File: src/rtl/uart_pkg.sv
// Shared UART receive definitions: framing characters, default rates, FSM states.
// Latency: n/a (types and constants only).
// Backpressure: n/a.
package uart_pkg;

  localparam int DEF_CLK_FREQ  = 100_000_000;
  localparam int DEF_BAUD_RATE = 57_600;

  localparam logic [7:0] CHAR_SPACE = 8'h20;
  localparam logic [7:0] CHAR_CR    = 8'h0D;
  localparam logic [7:0] CHAR_LF    = 8'h0A;

  typedef enum logic [2:0] {
    RX_IDLE,
    RX_START,
    RX_DATA,
    RX_STOP,
    RX_WAIT_HIGH
  } rx_state_t;

  // Payload bytes are everything except the blank and line-ending characters.
  function automatic logic is_payload(input logic [7:0] b);
    return !((b == CHAR_SPACE) || (b == CHAR_CR) || (b == CHAR_LF));
  endfunction

endpackage

File: src/rtl/uart_rx_sync.sv
// Two-flop synchronizer bringing the asynchronous serial line into the clk domain.
// Latency: 2 clk cycles from d to q.
// Backpressure: none; free-running, idles high out of reset.
module uart_rx_sync (
  input  logic clk,
  input  logic reset,
  input  logic d,
  output logic q
);

  logic meta;

  // Reset to the line idle level so a reset never looks like a start bit.
  always_ff @(posedge clk) begin
    if (reset) begin
      meta <= 1'b1;
      q    <= 1'b1;
    end else begin
      meta <= d;
      q    <= meta;
    end
  end

endmodule

File: src/rtl/uart_rx_ctrl.sv
// 8N1 UART receiver with byte classification, payload counter and CR/LF line detect.
// Latency: rx_valid/frame_err one cycle after the synchronized stop-bit midpoint sample.
// Backpressure: none; serial input cannot be stalled, every pulse is single-cycle.
module uart_rx_ctrl
  import uart_pkg::*;
#(
  parameter int CLK_FREQ  = DEF_CLK_FREQ,
  parameter int BAUD_RATE = DEF_BAUD_RATE
) (
  input  logic       clk,
  input  logic       reset,
  input  logic       rx,
  input  logic       clr_count,
  output logic [7:0] rx_byte,
  output logic       rx_valid,
  output logic       frame_err,
  output logic [7:0] data_count,
  output logic       line_done
);

  localparam int CLKS_PER_BIT = CLK_FREQ / BAUD_RATE;
  localparam int HALF_BIT     = CLKS_PER_BIT / 2;
  localparam int CNT_W        = $clog2(CLKS_PER_BIT + 1);

  localparam logic [CNT_W-1:0] BIT_LAST  = CNT_W'(CLKS_PER_BIT - 1);
  localparam logic [CNT_W-1:0] HALF_LAST = CNT_W'(HALF_BIT - 1);

  logic             rx_s;
  rx_state_t        state_q, state_d;
  logic [CNT_W-1:0] cnt_q, cnt_d;
  logic [2:0]       idx_q, idx_d;
  logic [7:0]       shift_q, shift_d;
  logic             stop_ok, stop_bad;
  logic             cr_pending;

  uart_rx_sync u_sync (
    .clk   (clk),
    .reset (reset),
    .d     (rx),
    .q     (rx_s)
  );

  // FSM state, baud counter, bit index and shift register.
  always_ff @(posedge clk) begin
    if (reset) begin
      state_q <= RX_IDLE;
      cnt_q   <= '0;
      idx_q   <= '0;
      shift_q <= '0;
    end else begin
      state_q <= state_d;
      cnt_q   <= cnt_d;
      idx_q   <= idx_d;
      shift_q <= shift_d;
    end
  end

  // Next-state: half-bit qualify the start bit, then sample every full bit at its midpoint.
  always_comb begin
    state_d  = state_q;
    cnt_d    = cnt_q + CNT_W'(1);
    idx_d    = idx_q;
    shift_d  = shift_q;
    stop_ok  = 1'b0;
    stop_bad = 1'b0;
    case (state_q)
      RX_IDLE: begin
        cnt_d = '0;
        if (!rx_s) state_d = RX_START;
      end
      RX_START: begin
        if (cnt_q == HALF_LAST) begin
          cnt_d   = '0;
          idx_d   = '0;
          state_d = rx_s ? RX_IDLE : RX_DATA;
        end
      end
      RX_DATA: begin
        if (cnt_q == BIT_LAST) begin
          cnt_d          = '0;
          shift_d[idx_q] = rx_s;
          if (idx_q == 3'd7) state_d = RX_STOP;
          else               idx_d   = idx_q + 3'd1;
        end
      end
      RX_STOP: begin
        if (cnt_q == BIT_LAST) begin
          cnt_d = '0;
          if (rx_s) begin
            stop_ok = 1'b1;
            state_d = RX_IDLE;
          end else begin
            stop_bad = 1'b1;
            state_d  = RX_WAIT_HIGH;
          end
        end
      end
      RX_WAIT_HIGH: begin
        // A break holds the line low; wait it out so it cannot start a new frame.
        cnt_d = '0;
        if (rx_s) state_d = RX_IDLE;
      end
      default: begin
        cnt_d   = '0;
        state_d = RX_IDLE;
      end
    endcase
  end

  // Registered outputs, byte classification and saturating payload counter.
  always_ff @(posedge clk) begin
    if (reset) begin
      rx_byte    <= 8'h00;
      rx_valid   <= 1'b0;
      frame_err  <= 1'b0;
      line_done  <= 1'b0;
      data_count <= 8'h00;
      cr_pending <= 1'b0;
    end else begin
      rx_valid  <= stop_ok;
      frame_err <= stop_bad;
      line_done <= stop_ok && cr_pending && (shift_q == CHAR_LF);
      if (stop_ok) rx_byte <= shift_q;
      if (stop_ok)       cr_pending <= (shift_q == CHAR_CR);
      else if (stop_bad) cr_pending <= 1'b0;
      if (clr_count)
        data_count <= 8'h00;
      else if (stop_ok && is_payload(shift_q) && (data_count != 8'hFF))
        data_count <= data_count + 8'd1;
    end
  end

endmodule

File: config.mk
export PLATFORM = sky130hd
export DESIGN_NAME = uart_rx_ctrl
export DESIGN_NICKNAME = d
export VERILOG_FILES = /design/src/rtl/uart_pkg.sv /design/src/rtl/uart_rx_sync.sv /design/src/rtl/uart_rx_ctrl.sv
export SDC_FILE = /design/constraint.sdc
export NUM_CORES = 1
export LEC_CHECK = 0
export CAP_MARGIN = 20
export CORE_ASPECT_RATIO = 0.5
export CORE_MARGIN = 4
export CORE_UTILIZATION = 47
export DETAILED_ROUTE_END_ITERATION = 8
export HOLD_SLACK_MARGIN = 0.06
export PLACE_DENSITY = 0.72
export SKIP_LAST_GASP = 1
export SYNTH_ARGS = -nofsm -noshare
export SYNTH_HDL_FRONTEND = slang
export SYNTH_SLANG_ARGS = --single-unit
File: constraint.sdc
create_clock -name clk -period 5.58 [get_ports clk]
set_input_delay 1.116 -clock clk [delete_from_list [all_inputs] [get_ports clk]]
set_output_delay 1.116 -clock clk [all_outputs]
set_load 0.1 [all_outputs]
After elaboration in Yosys (flattened, before gate mapping)
Cells that the tools add are included.

Logic and storage cells: 78. Output and inout bits: 19. Bits in registers: 47.

Equal/unequal tests: 18. Add/sub/neg operators: 3. Reduce and logical (&&, ||, !) cells: 16. Order comparisons: 2. Multiplexer cells: 27.

Operators with widths (count): $mux 3 (10); $mux 11 (2); $pmux 11 s2 (1); $eq 8x4->1 const B (2); $pmux 3 s5 (1); $ne 2x2->1 const B (6); $add 11x1->11 const B (1); $eq 11x10->1 const B (1); $eq 11x11->1 const B (1); $mux 1 (9); $add 8x1->8 const B (1); $bwmux 8 (1); $eq 8x6->1 const B (1); $ne 8x8->1 const B (1); $eq 3x2->1 const B (2); $eq 3x3->1 const B (2); $pmux 3 s2 (1); $reduce_and 6->1 (1); $logic_and 1x1->1 (5); $lt 3x4->1 const B (1); $reduce_and 4->1 (1); $reduce_bool 2->1 (2); $reduce_or 2->1 (2); $add 3x1->3 const B (1); other kinds (9) (10).

Longest topological paths before layout
Gate-level depths: netlist of run 1.

Depth after elaboration: 6. Depth in mapped cells: 8.

Cells and area by module
A second synthesis of run 1 with hierarchy kept.

Cells, all modules: 244. Area, all modules: 2165.8 µm².

Modules (own cells, without submodules): uart_rx_ctrl (cells an instance 240, times used 1, area an instance 2113.3 µm², seq. area each 900.9 µm²); uart_rx_sync (cells an instance 4, times used 1, area an instance 52.6 µm², seq. area each 40.0 µm²).

Least setup slack after synthesis of run 1
No wires, ideal clock.

Path type: reg-to-reg. Start point: register data_count[0]. End point: register data_count[4]. Cell stages (with the launch flop): 7. Period minus slack after synthesis: 2230 ps. Required time: 5452 ps. Path buffers: 0. Arrival time: 2101 ps. Path slack: 3350 ps. Cells stage by stage: dfxtp_1 ha_1 and3_1 and3_1 nor4_4 a41o_1 a21oi_1.

Longest elaborated chain between the ends: 2. Elaborated cells between the ends (all ways): 3. Classes of those cells: add/sub: 1; eq/ne: 1; reduce/logical: 1.

RTL lines: start, declared (RTL line uart_rx_ctrl.sv:17) `output logic [7:0] data_count,`; start signal, assigned (RTL line uart_rx_ctrl.sv:129) `data_count <= data_count + 8'd1;`; parallel branches: the longest is 2 deep, another holds $add 8x1->8.

Several ways; the timed one is not identified. A chain may end at the register's enable or synchronous reset.

Final worst setup path of run 1
Start point: register data_count[2]. End point: output data_count[2].

No word-level cell between the ends.

==> run_results.csv, run 1 <==
group,metric,value,unit
run_status,outcome,"complete, no violations",
min_path,min_path_cells,1,
route,first_pass_iters,4,
placement,io_buffer_count,22,
min_path,min-delay-path-class,"register to register",
sta,tightestPinTransition,0.974,ns
route,vias,1756,
grt,grt_pass1_vias,1647,
yosys,synth-main-ff-cell,"dfxtp_1",
worst_setup_path,critical-path-max-stage-delay,1.17,ns
finish,finalNetCount,275,
worst_setup_path,path_buf_inv,1,
yosys,ys_types,42,
clock_network,cts-resized-gates,0,
worst_setup_path,cp_slowest_cell,"clkdlybuf4s50_1",
sta,finalSetupTns,0,ns
job,cap_violations,0,
pwr,power.leakage,0.000915,µW
floorplan,coreArea,4470,µm²
placement,post-dp-hpwl,2900,µm
grt,grt_max_degree,31,
worst_setup_path,path_cells,"clkdlybuf4s50_1",
sta,max-slew-margin-rel,34.9,%
worst_setup_path,worstSetupPathType,"register to output port",
grt,globalRoute.totalOverflow,0,
sta,period_share,54.3,%
floorplan,io_pins,23,
route,wl_per_cell,12.6,µm
sta,slew_viol_final,0,
grt,grt_first_pass_wirelength,7250,µm
placement,placed_cell_area,2440,µm²
floorplan,die-area,5920,µm²
yosys,ys_seq_elements,47,
yosys,synth_top_area_cell,"dfxtp_1",
worst_setup_path,crit_path_end_kind,"output port",
worst_setup_path,startpoint_type,"register",
pwr,power.density,249,nW/µm²
yosys,synth_edf_count,0,
floorplan,dieWidth,105,µm
worst_setup_path,path_depth,1,
yosys,synth.area.top_cells,"dfxtp_1 43%, mux2i_1 6.4%, nor2_1 6.3%",
clock_network,clock_sinks,47,
yosys,yosysTopAreaCellShare,42.7,%
clock_network,clockBufferDepth,2,
yosys,yosysSeqAreaShare,42.7,%
worst_setup_path,worstPathArrival,1.91,ns
finish,drive_gt1_share,6.34,%
yosys,synthArstFlopShare,0,%
worst_setup_path,cpLargestDelayFamily,"buffers and inverters",
sta,clock-skew-final,0.00529,ns
yosys,syn_area,2210,µm²
clock_network,cts.clk_slew.worst_paths,0.09,ns
sta,rsz0062_at_grt,"false",
worst_setup_path,crit_path_max_fanout,8,
finish,antenna_cells,0,
finish,finalNonFillerCells,325,
finish,area_delta_synth_final,16.5,%
pwr,ir_worst_vdd,123,µV
clock_network,cts_tree,"yes",
clock_network,cts_buffers,5,
worst_setup_path,r2r_cells,6,
floorplan,rows,17,
route,drt_wl_total,4090,µm
clock_network,cts.hold.buffers_added,0,
sta,setup_violations,0,
finish,fin_area,2570,µm²
floorplan,dieHeight,56.4,µm
sta,fmax,0.330,GHz
floorplan,start_util,49.4,%
route,initialDrtViolationCount,74,
sta,hold_violations,0,
clock_network,worst_skew_pair.late_latency,0.30,ns
grt,grtUsageTotal,14.6,%
grt,antenna_found_initial,0,
yosys,yosysMostFrequentCell,"dfxtp_1",
yosys,synth.avg_cell_area,8.75,µm²
clock_network,cts_setup_buffers,0,
route,via_per_inst,5.40,
placement,dp.cells,317,
route,antenna_left,0,
clock_network,htreeDepth,2,
yosys,yosysWarnings,0,
yosys,syn-num-nets,260,
worst_setup_path,cp.required,4.46,ns
clock_network,clockRootBuffer,"clkbuf_8",
route,drc,0,
placement,gp_congestion,0.735,
yosys,ys_top_cells_by_count,"47 x dfxtp_1, 37 x nor2_1, 24 x nand2_1",
sta,fin_crit,3.03,ns
yosys,syn_inst,252,
-- registers in the layout, summed over array words and instances (netlist names) --
signal,cells
shift_q,8
u_sync.meta,1
line_done,1
u_sync.q,1
idx_q,3
frame_err,1
rx_valid,1
cnt_q,11
rx_byte,8
cr_pending,1
state_q,3
data_count,8
-- metrics by stage --
stage / power (µW) / setup slack (ns) / hold slack [ns] / utilization (%)
after global routing: 661 / 2.49 / 0.449 / 57.5
after CTS: 645 / 2.54 / 0.420 / 57.5
after detailed placement: 355 / 2.50 / 0.399 / 54.6
after floorplan: 352 / 3.35 / 0.389 / -
final: 641 / 2.55 / 0.419 / 57.5
after global placement: 355 / 2.61 / 0.401 / 54.6
-- path summary, 6_finish.rpt --
path                       from  slack, ns       endpoint
setup / recovery  data_count[2]       2.55  data_count[2]
hold / removal      u_sync.meta       0.42       u_sync.q
setup reg to reg       cnt_q[0]       3.23  data_count[4]
hold reg to reg     u_sync.meta       0.42       u_sync.q
-- cells in the final DEF (no fill, tap or decap), drive strengths merged, types with 3 or more instances in the layout --
| cell | n |
|---|---|
| xor2 | 4 |
| nand2b | 5 |
| ha | 4 |
| nor4 | 4 |
| nor2 | 37 |
| nand4 | 5 |
| and3b | 4 |
| a21oi | 16 |
| nand3 | 13 |
| nand3b | 3 |
| clkdlybuf4s50 | 22 |
| nor3b | 3 |
| nor2b | 4 |
| nand2 | 24 |
| nor3 | 6 |
| mux2i | 14 |
| inv | 4 |
| and3 | 10 |
| or2 | 3 |
| clkbuf | 6 |
| xnor2 | 6 |
| dfxtp | 47 |
| nor4b | 4 |
-- kinds of logic (layout without fill, tap and decap cells) --
logic type / Yosys count / after routing / synth area share, %
buffers and inverters: 18 / 34 / 3.40
adders and majority gates: 4 / 4 / 2.27
and+or+nand+nor: 133 / 133 / 33.8
DFF: 47 / 47 / 42.7
muxes: 14 / 14 / 6.35
AOI/OAI and AO/OA: 26 / 26 / 7.54
xor gates and xnor gates: 10 / 10 / 3.97
-- area by class of cell --
type / instances / area [µm²]
Tap cell: 57 / 71.3
Inverter: 4 / 15.0
Multi-Input combinational cell: 187 / 1190
Clock inverter: 2 / 60.1
Clock buffer: 6 / 72.6
Fill cell: 403 / 1900
Timing Repair Buffer: 22 / 220
Sequential cell: 47 / 941
-- report_power, final --
group / switching [µW] / total (µW) / leakage (µW) / internal (µW)
Clock: 115 / 294 / 0.0000654 / 179
Combinational: 5.58 / 9.65 / 0.000471 / 4.07
Sequential: 1.79 / 338 / 0.000379 / 336
Total: 122 / 641 / 0.000915 / 519
-- per-layer routing --
layer	track usage, %	share of wire (%)
met1	18.6	50
met3	3.90	3.4
met2	24.5	45
met4	3.93	1.1
met5	0	0
No activity file was read; power rests on OpenSTA's default activity.
==> run 2: changes to the inputs <==
- clock period: 5.58 -> 2.98 ns (I/O delays scaled with it)
==> run 2 against run 1 <==
Compared with the run above:
- count of clock-buffer cells in the layout is 1 lower
- final cell count is 0.31% higher
- critical endpoint is now data_count[4]
- hold slack better by 0.0034 ns
- cell area is 2.3% lower
- combinational power is 100% higher
- global-route usage is 0.27 points higher
- largest cell class unchanged
==> run_results.csv, run 2 (same netlist as run 1, synthesis figures left out) <==
group,metric,value,unit
finish,drive_gt1_share,14.1,%
placement,placed_cell_area,2400,µm²
sta,rsz0062_at_grt,"false",
grt,grt_max_degree,22,
worst_setup_path,cp.required,3.18,ns
sta,hold_violations,0,
sta,fin_crit,2.33,ns
sta,tightestPinTransition,0.606,ns
sta,setup_violations,0,
floorplan,dieHeight,56.4,µm
finish,final_common_cell,"dfxtp_1",
placement,io_buffer_count,22,
sta,fmax,0.428,GHz
grt,globalRoute.totalOverflow,0,
clock_network,cts_tree,"yes",
job,cap_violations,0,
floorplan,dieWidth,105,µm
finish,top_register,"cnt_q",
route,wl_per_cell,12.8,µm
worst_setup_path,worstSetupPathType,"register to register",
run_status,outcome,"complete, no violations",
finish,finalNonFillerCells,326,
sta,setup_ws,0.646,ns
route,initialDrtViolationCount,64,
grt,use_met3,5.86,%
sta,max-slew-margin-rel,59.5,%
route,vias,1762,
min_path,holdCritStartpoint,"u_sync.meta",
worst_setup_path,crit_path_end_kind,"register",
clock_network,clockBufferDepth,2,
sta,period_share,78.3,%
grt,antenna_found_initial,0,
placement,gp_congestion,0.807,
route,via_per_inst,5.40,
floorplan,start_util,49.4,%
grt,grt_first_pass_wirelength,7160,µm
grt,top_usage_layer,"met2",
route,first_pass_iters,4,
clock_network,worst_skew_pair.late_latency,0.31,ns
grt,grt_pass1_vias,1624,
finish,final_cell_mix,"47 x dfxtp_1, 37 x nor2_1, 24 x nand2_1",
grt,grtUsageTotal,14.9,%
pwr,ir_worst_vdd,202,µV
finish,antenna_cells,0,
placement,post-dp-hpwl,2950,µm
sta,finalSetupTns,0,ns
grt,grt_use_met2,25.3,%
finish,largest_register_ffs,11,
clock_network,cts_setup_buffers,0,
floorplan,rows,17,
clock_network,clock_sinks,47,
pwr,power.density,448,nW/µm²
placement,dp.cells,318,
floorplan,die-area,5920,µm²
clock_network,cts.hold.buffers_added,0,
worst_setup_path,worstPathArrival,2.53,ns
floorplan,io_pins,23,
clock_network,cts-resized-gates,0,
placement,pre_cts_ws,0.665,ns
grt,gr-usage-met1,16.9,%
pwr,power.leakage,0.000952,µW
clock_network,htreeDepth,2,
finish,finalNetCount,276,
route,drt_wl_total,4180,µm
finish,post-route-util,56.2,%
worst_setup_path,crit_path_max_fanout,14,
worst_setup_path,crit_path_start,"cnt_q[0]",
floorplan,coreArea,4470,µm²
route,drc,0,
sta,clock-skew-final,0.0107,ns
min_path,min-delay-path-class,"register to register",
worst_setup_path,regToRegStartpoint,"cnt_q[0]",
clock_network,cts.clk_slew.worst_paths,0.09,ns
sta,slew_viol_final,0,
clock_network,cts_buffers,5,
finish,fin_area,2510,µm²
finish,area_delta_synth_final,13.8,%
worst_setup_path,startpoint_type,"register",
route,antenna_left,0,
clock_network,clockRootBuffer,"clkbuf_8",
## run 2: changes by cell type in the layout (fill, tap and decap cells not counted), sizes merged
cell / change
buf: +20
clkinv: +2
clkbuf: -1
clkdlybuf4s50: -19
bufinv: -1
## run 2: layout make-up
class | count | area (µm²)
clock buffers | 5 | 68.8
clock inverters | 3 | 43.8
fillers | 413 | 1960
inverters | 4 | 15.0
multi-input cells | 187 | 1190
flip-flops and latches | 47 | 941
well taps | 57 | 71.3
repair buffers | 23 | 180
## run 2: critical path, cell delays in order (launching register included)
cell and delay [ns]:
dfxtp_1 0.39, ha_1 0.24, and4bb_1 0.42, nand4_4 0.28, nor4_4 0.58, a41o_1 0.25
a21oi_1 0.05
## run 2: final timing paths
kind / slack, ns / cells past startpoint / endpoint
worst min register to register: 0.42 / 1 / u_sync.q
worst min-delay path: 0.42 / 1 / u_sync.q
worst max-delay path: 0.65 / 6 / data_count[4]
worst max register to register: 0.65 / 6 / data_count[4]
## run 2: routing by layer
layer	vias up	share of wire, %
met4	0	1.5
li1	911	-
met3	4	4.1
met2	20	46
met5	-	0
met1	827	49
## run 2: stage by stage
step                total power, µW  hold slack (ns)
floorplan                       660            0.389
global placement                666            0.398
detailed placement              667            0.407
CTS                            1140            0.426
global route                   1160            0.450
finish                         1120            0.422
## run 2: power breakdown
part | internal (µW) | switching, µW | total [µW]
Clock | 250 | 222 | 471
Combinational | 8.44 | 11.0 | 19.4
Sequential | 629 | 3.45 | 633
